<file path="src/rtl/sweep_ctrl.sv">
// sweep_ctrl: sequences an external up/down counter from lo to hi
// (single sweep or ping-pong round trips), with stop abort and bound check.
// Ports: clk, rst (async, active-high); start/stop requests; lo/hi bounds,
//   pingpong, sweeps, pre_div (latched on accept); count_in from counter;
//   cnt_load/cnt_enable/cnt_up_down/cnt_data counter controls;
//   ready/busy/done phase flags; status (00 ok, 01 aborted, 10 bound error).
// Config: define SWEEP_CTRL_PRESCALE_EN to gate counting with a prescaler.
module sweep_ctrl #(
    parameter int WIDTH     = 4,
    parameter int PRE_WIDTH = 8
) (
    input  logic                 clk,
    input  logic                 rst,
    input  logic                 start,
    input  logic                 stop,
    input  logic [WIDTH-1:0]     lo,
    input  logic [WIDTH-1:0]     hi,
    input  logic                 pingpong,
    input  logic [7:0]           sweeps,
    input  logic [PRE_WIDTH-1:0] pre_div,
    input  logic [WIDTH-1:0]     count_in,
    output logic                 cnt_load,
    output logic                 cnt_enable,
    output logic                 cnt_up_down,
    output logic [WIDTH-1:0]     cnt_data,
    output logic                 ready,
    output logic                 busy,
    output logic                 done,
    output logic [1:0]           status
);

    typedef enum logic [2:0] {
        IDLE,
        LOAD,
        UP,
        DOWN,
        DONE
    } state_t;

    state_t           state;
    state_t           state_n;
    logic [WIDTH-1:0] lo_q;
    logic [WIDTH-1:0] hi_q;
    logic             pp_q;
    logic [7:0]       left_q;
    logic [7:0]       left_n;
    logic [1:0]       status_q;
    logic [1:0]       status_n;
    logic             accept;
    logic             tick;

    assign accept = (state == IDLE) && start && !stop;

`ifdef SWEEP_CTRL_PRESCALE_EN
    logic [PRE_WIDTH-1:0] pre_q;
    logic [PRE_WIDTH-1:0] pre_cnt;

    // Prescaler restarts on every state change so each UP/DOWN entry
    // waits a full pre_div+1 cycles before its first tick.
    always_ff @(posedge clk or posedge rst) begin
        if (rst) begin
            pre_q   <= '0;
            pre_cnt <= '0;
        end else begin
            if (accept)
                pre_q <= pre_div;
            if (state_n != state)
                pre_cnt <= '0;
            else if (state == UP || state == DOWN)
                pre_cnt <= (pre_cnt == pre_q) ? '0 : pre_cnt + 1'b1;
        end
    end

    assign tick = (pre_cnt == pre_q);
`else
    logic unused_pre;

    assign unused_pre = ^pre_div;
    assign tick       = 1'b1;
`endif

    always_ff @(posedge clk or posedge rst) begin
        if (rst) begin
            state    <= IDLE;
            lo_q     <= '0;
            hi_q     <= '0;
            pp_q     <= 1'b0;
            left_q   <= '0;
            status_q <= 2'b00;
        end else begin
            state    <= state_n;
            left_q   <= left_n;
            status_q <= status_n;
            if (accept) begin
                lo_q <= lo;
                hi_q <= hi;
                pp_q <= pingpong;
            end
        end
    end

    always_comb begin
        state_n     = state;
        left_n      = left_q;
        status_n    = status_q;
        cnt_load    = 1'b0;
        cnt_enable  = 1'b0;
        cnt_up_down = 1'b0;
        cnt_data    = '0;
        unique case (state)
            IDLE: begin
                if (accept) begin
                    state_n  = LOAD;
                    status_n = 2'b00;
                    // A zero round-trip count still runs one trip.
                    left_n   = (sweeps == 8'd0) ? 8'd1 : sweeps;
                end
            end
            LOAD: begin
                cnt_load = 1'b1;
                cnt_data = lo_q;
                if (stop) begin
                    state_n  = DONE;
                    status_n = 2'b01;
                end else if (lo_q >= hi_q) begin
                    state_n  = DONE;
                    status_n = 2'b10;
                end else begin
                    state_n = UP;
                end
            end
            UP: begin
                cnt_up_down = 1'b1;
                if (stop) begin
                    state_n  = DONE;
                    status_n = 2'b01;
                end else if (count_in == hi_q) begin
                    if (pp_q) begin
                        state_n = DOWN;
                    end else begin
                        state_n  = DONE;
                        status_n = 2'b00;
                    end
                end else begin
                    cnt_enable = tick;
                end
            end
            DOWN: begin
                if (stop) begin
                    state_n  = DONE;
                    status_n = 2'b01;
                end else if (count_in == lo_q) begin
                    left_n = left_q - 8'd1;
                    if (left_q == 8'd1) begin
                        state_n  = DONE;
                        status_n = 2'b00;
                    end else begin
                        state_n = UP;
                    end
                end else begin
                    cnt_enable = tick;
                end
            end
            DONE: begin
                state_n = IDLE;
            end
            default: begin
                state_n = IDLE;
            end
        endcase
    end

    assign ready  = (state == IDLE);
    assign busy   = (state == LOAD) || (state == UP) || (state == DOWN);
    assign done   = (state == DONE);
    assign status = done ? status_q : 2'b00;

endmodule

</file>
<file path="config.mk">
export PLATFORM = sky130hd
export DESIGN_NAME = sweep_ctrl
export DESIGN_NICKNAME = d
export VERILOG_FILES = /design/src/rtl/sweep_ctrl.sv
export SDC_FILE = /design/constraint.sdc
export NUM_CORES = 1
export LEC_CHECK = 0
export BUFFER_PORTS_ARGS = -buffer_cell sky130_fd_sc_hd__buf_2
export CAP_MARGIN = 10
export CORE_ASPECT_RATIO = 0.5
export CORE_UTILIZATION = 45
export DETAILED_ROUTE_END_ITERATION = 10
export PLACE_DENSITY_LB_ADDON = 0.25
export SETUP_SLACK_MARGIN = 0.3
export SYNTH_ARGS = -nofsm -noshare
export SYNTH_HDL_FRONTEND = slang
export SYNTH_SLANG_ARGS = --single-unit
</file>
<file path="constraint.sdc">
create_clock -name clk -period 5.75 [get_ports clk]
set_input_delay 1.15 -clock clk [delete_from_list [all_inputs] [get_ports clk]]
set_output_delay 1.15 -clock clk [all_outputs]
set_load 0.005 [all_outputs]
</file>
[Yosys cells after proc, flatten, opt, wreduce, memory -nomap -nowiden]
Cells that the tools add are included.
Cells by class
  $add $sub $neg: 1
  magnitude comparators: 1
  multiplexer cells: 34
  shift-type cells: 0
  equality and inequality tests: 15
  reductions and logical operators: 12
  multiply operators: 0
  divide/modulo/power cells: 0
  bitwise gates (word level): 0
Operators with widths (count)
  two-way mux 8 bit: 4
  two-way mux 3 bit: 9
  two-way mux 2 bit: 10
  one-hot mux 8 bit (2 select lines): 1
  != test 3 bit (second input constant): 5
  one-hot mux 3 bit (4 select lines): 1
  == test 4 bit: 2
  == test 8 x 1 -> 1 bit (second input constant): 1
  logical NOT 8 bit: 1
  one-hot mux 2 bit (4 select lines): 1
  subtractor 8 x 1 -> 8 bit (second input constant): 1
  AND reduction 7 bit: 1
  == test 3 x 2 -> 1 bit (second input constant): 2
  two-way mux 1 bit: 6
  >= comparator 4 bit: 1
  two-way mux 4 bit: 1
  != test 2 bit (second input constant): 2
  AND reduction 4 bit: 1
  nonzero test 4 bit: 1
  == test 3 x 1 -> 1 bit (second input constant): 1
  == test 3 bit (second input constant): 1
  logical NOT 3 bit: 1
  AND reduction 3 bit: 1
  logical AND 1 bit: 2
  other kinds (5): 6
Storage, ports and cells
  bits in latches: 0
  output and inout bits: 12
  word-level logic and storage cells: 69
  memory bits (writable): 0
  ROM bits: 0
  input bits: 33
  flip-flop bits (word level): 22
  memories kept: 0

[Logic depth before layout (Yosys ltp)]
  depth in word-level cells: 5
  depth in mapped cells: 7
  mapped depth without buffers: 7

[Worst setup path after synthesis]
No wires, ideal clock.
  path kind: input-to-output
  from: input stop
  to: output cnt_enable
  stages: 3
  data required time: 4.600 ns
  arrival time: 2.103 ns
  setup slack: 2.497 ns
  buffers on the path: 1
  cells stage by stage: buf_4 or3b_2 o31ai_2
On the way
  cells in the longest elaborated chain, start to end: 2
  elaborated cells between the ends (all ways): 3
  classes of those cells: 3 x mux
RTL lines
  start: declaration: line 15  | input logic stop,
  two-way mux 1 bit (on tied branches): line 149, 134
  one-hot mux 1 bit (2 select lines) *: line 110  | unique case (state)
  end: declaration: line 23  | output logic cnt_enable,
Every way passes the cells marked *; elsewhere a longest branch is shown, timed or not.

[Final worst setup path]
Same ends and word-level chain as after synthesis.

==> impl_metrics.env <==
export IMPL_outcome="complete, but fails checks"
export IMPL_violations="DRC"
export IMPL_slew_viol_final=0
export IMPL_ys_flop_type="dfrtp_1"
export IMPL_grt_max_degree=23
export IMPL_regToRegStartpoint="state[0]"
export IMPL_dp_hpwl_mm=2.49
export IMPL_rows=14
export IMPL_ant_nets=0
export IMPL_drive_gt1_share_pct=32.0
export IMPL_r2r_setup_slack_ns=3.23
export IMPL_critPathCaptureType="output port"
export IMPL_clk_pin_slew_ns=0.08
export IMPL_ys_async_sr_fraction_pct=100
export IMPL_cts_buffers=3
export IMPL_synth_top_area_share_pct=35.9
export IMPL_synth_edf_count=0
export IMPL_cp_start_kind="input pin"
export IMPL_worstPathMaxFanout=18
export IMPL_switchingPower_uw=340
export IMPL_synth_top_area_cell="dfrtp_1"
export IMPL_cts_tree="done"
export IMPL_postCtsHoldBufs=0
export IMPL_netlist_instances=163
export IMPL_viasPerCell=5.55
export IMPL_switching_share_pct=40.0
export IMPL_htree_levels=1
export IMPL_synth_seq_cells=22
export IMPL_antenna_found_initial=0
export IMPL_track_usage_pct=20.5
export IMPL_clkPwrFrac_pct=17.1
export IMPL_p_int_uw=511
export IMPL_wl_mm=3.33
export IMPL_syn_to_final_growth_pct=17.3
export IMPL_drc=4
export IMPL_finalNetCount=237
export IMPL_portBuffers=36
export IMPL_synth_area_top_cells="dfrtp_1, mux2_2, nor2_1, ha_1, xor2_1"
export IMPL_die_h_um=43.3
export IMPL_power_density_nw_per_um2=473
export IMPL_cap_violations=0
export IMPL_critPathArrivalTime_ns=2.48
export IMPL_dr_pass1_iters=8
export IMPL_finalCritPeriodShare_pct=63.1
export IMPL_die_width_um=84.6
export IMPL_pwr_share_comb_pct=45.1
export IMPL_core_area_um2=3120
export IMPL_grt_pass1_vias=1240
export IMPL_insertion_delay_ns=0.27
export IMPL_min_path_cells=1
export IMPL_post_cts_buffers=0
export IMPL_io_pins=45
export IMPL_dieArea_um2=3660
export IMPL_overflow=0
export IMPL_vdd_drop_max_uv=194
export IMPL_synth_most_common_cell="dfrtp_1"
export IMPL_finalSetupTns_ns=0
export IMPL_ys_top_cells_by_count="dfrtp_1, nor2_1, a21oi_1, nand2_1"
export IMPL_dr_total_vias=1315
export IMPL_r2r_cells=4
export IMPL_synth_nets=202
export IMPL_cts_sinks=22
export IMPL_maxSlewHeadroom_pct=44.6
export IMPL_period_needed_ns=3.63
export IMPL_tightest_slew_ns=0.830
export IMPL_synth_cell_types=47
export IMPL_ctsResizeCount=0
export IMPL_ys_warn_count=0
export IMPL_syn_area_um2=1530
export IMPL_yosysSeqAreaShare_pct=35.9
export IMPL_start_util_pct=49.2
export IMPL_hold_violations=0
export IMPL_synth_avg_cell_area_um2=9.41
export IMPL_r2r_end="left_q[1]"
export IMPL_p_seq_share_pct=37.8
export IMPL_p_leak_uw=0.000886
export IMPL_antenna_cells=0
export IMPL_holdCritStartpoint="status_q[0]"
export IMPL_gp_congestion=0.811
export IMPL_fin_cells=237
export IMPL_drt_iter0_markers=87
export IMPL_crit_required_ns=4.60
export IMPL_grt_pass1_wl_mm=5.71
export IMPL_skew_ns=0.00544
export IMPL_setup_violations=0
export IMPL_criticalPathCategory="input pin to output port"
export IMPL_rsz0062_at_grt="false"
export IMPL_timing_fmax_mhz=276
export IMPL_wl_per_cell_um=14.1
export IMPL_root_buffer="clkbuf_8"
export IMPL_min_to="status_q[0]"
export IMPL_hold_path_class="flop to flop"
export IMPL_place_inst=233
export IMPL_clock_path_buffers=2
==> registers in the layout (all words and copies together), names as in the netlist <==
signal    flops
pp_q          1
hi_q          4
status_q      2
lo_q          4
state         3
left_q        8
==> layer usage <==
| layer | vias to the layer above | part of all wire [%] | GRT usage, % |
|---|---|---|---|
| li1 | 650 | - | - |
| met5 | - | 0 | 0 |
| met1 | 624 | 49 | 28.7 |
| met3 | 2 | 5.9 | 5.25 |
| met2 | 39 | 45 | 32.4 |
| met4 | 0 | 0.24 | 3.73 |
==> worst max-delay path: stages <==
cell and delay, ns:
buf_2 0.20, or3b_2 0.52, o31ai_2 0.40, buf_2 0.19
==> cells by family after synthesis <==
group / Yosys count / share of synthesized area, %
simple gates: 66 / 24.2
compound gates: 33 / 16.6
mux: 12 / 8.97
buf+inv: 16 / 4.81
xor+xnor: 8 / 4.57
flops: 22 / 35.9
fa+ha+maj: 6 / 4.89
==> placed cells by master, fill, tap and decap left out, types with 4 or more instances in the layout <==
cell type  instances
buf_2             36
dfrtp_1           22
nor2_1            21
nand2_1           12
a21oi_1           12
inv_1             10
mux2_2            10
xor2_1             8
ha_1               6
and3_1             5
nor4_1             4
nor3_1             4
==> power by group through the flow <==
stage	clock network (uW)	logic [uW]	registers [uW]
3_3_place_gp	0	370	319
4_1_cts	150	386	320
2_1_floorplan	0	312	290
5_1_grt	156	436	332
3_5_place_dp	0	382	323
6_report	145	384	322
==> worst max-delay path by stage <==
stage	slack (ns)	from	to	cells after the start
after floorplan	2.50	stop	cnt_enable	3
after global placement	2.17	stop	cnt_enable	4
after detailed placement	2.15	stop	cnt_enable	4
after CTS	2.13	stop	cnt_enable	4
after global routing	2.07	stop	cnt_enable	4
final	2.12	stop	cnt_enable	4
==> metrics by stage <==
step / hold WS [ns] / total power (uW) / setup slack [ns] / util (%) / cell area [um^2]
finish: 0.515 / 851 / 2.12 / 57.7 / 1800
detailed placement: 0.491 / 704 / 2.15 / 55.4 / 1730
CTS: 0.516 / 857 / 2.13 / 57.7 / 1800
global placement: 0.484 / 689 / 2.17 / 55.4 / 1730
floorplan: 0.463 / 602 / 2.50 / - / 1530
global route: 0.535 / 924 / 2.07 / 57.7 / 1800
==> area by class of cell <==
type | count | area [um^2]
Inverter | 10 | 37.5
Multi-Input combinational cell | 125 | 910
Tap cell | 40 | 50.0
Timing Repair Buffer | 36 | 180
Fill cell | 302 | 1320
Clock inverter | 1 | 30.0
Clock buffer | 3 | 41.3
Sequential cell | 22 | 551
(Power assumes the default switching activity.)
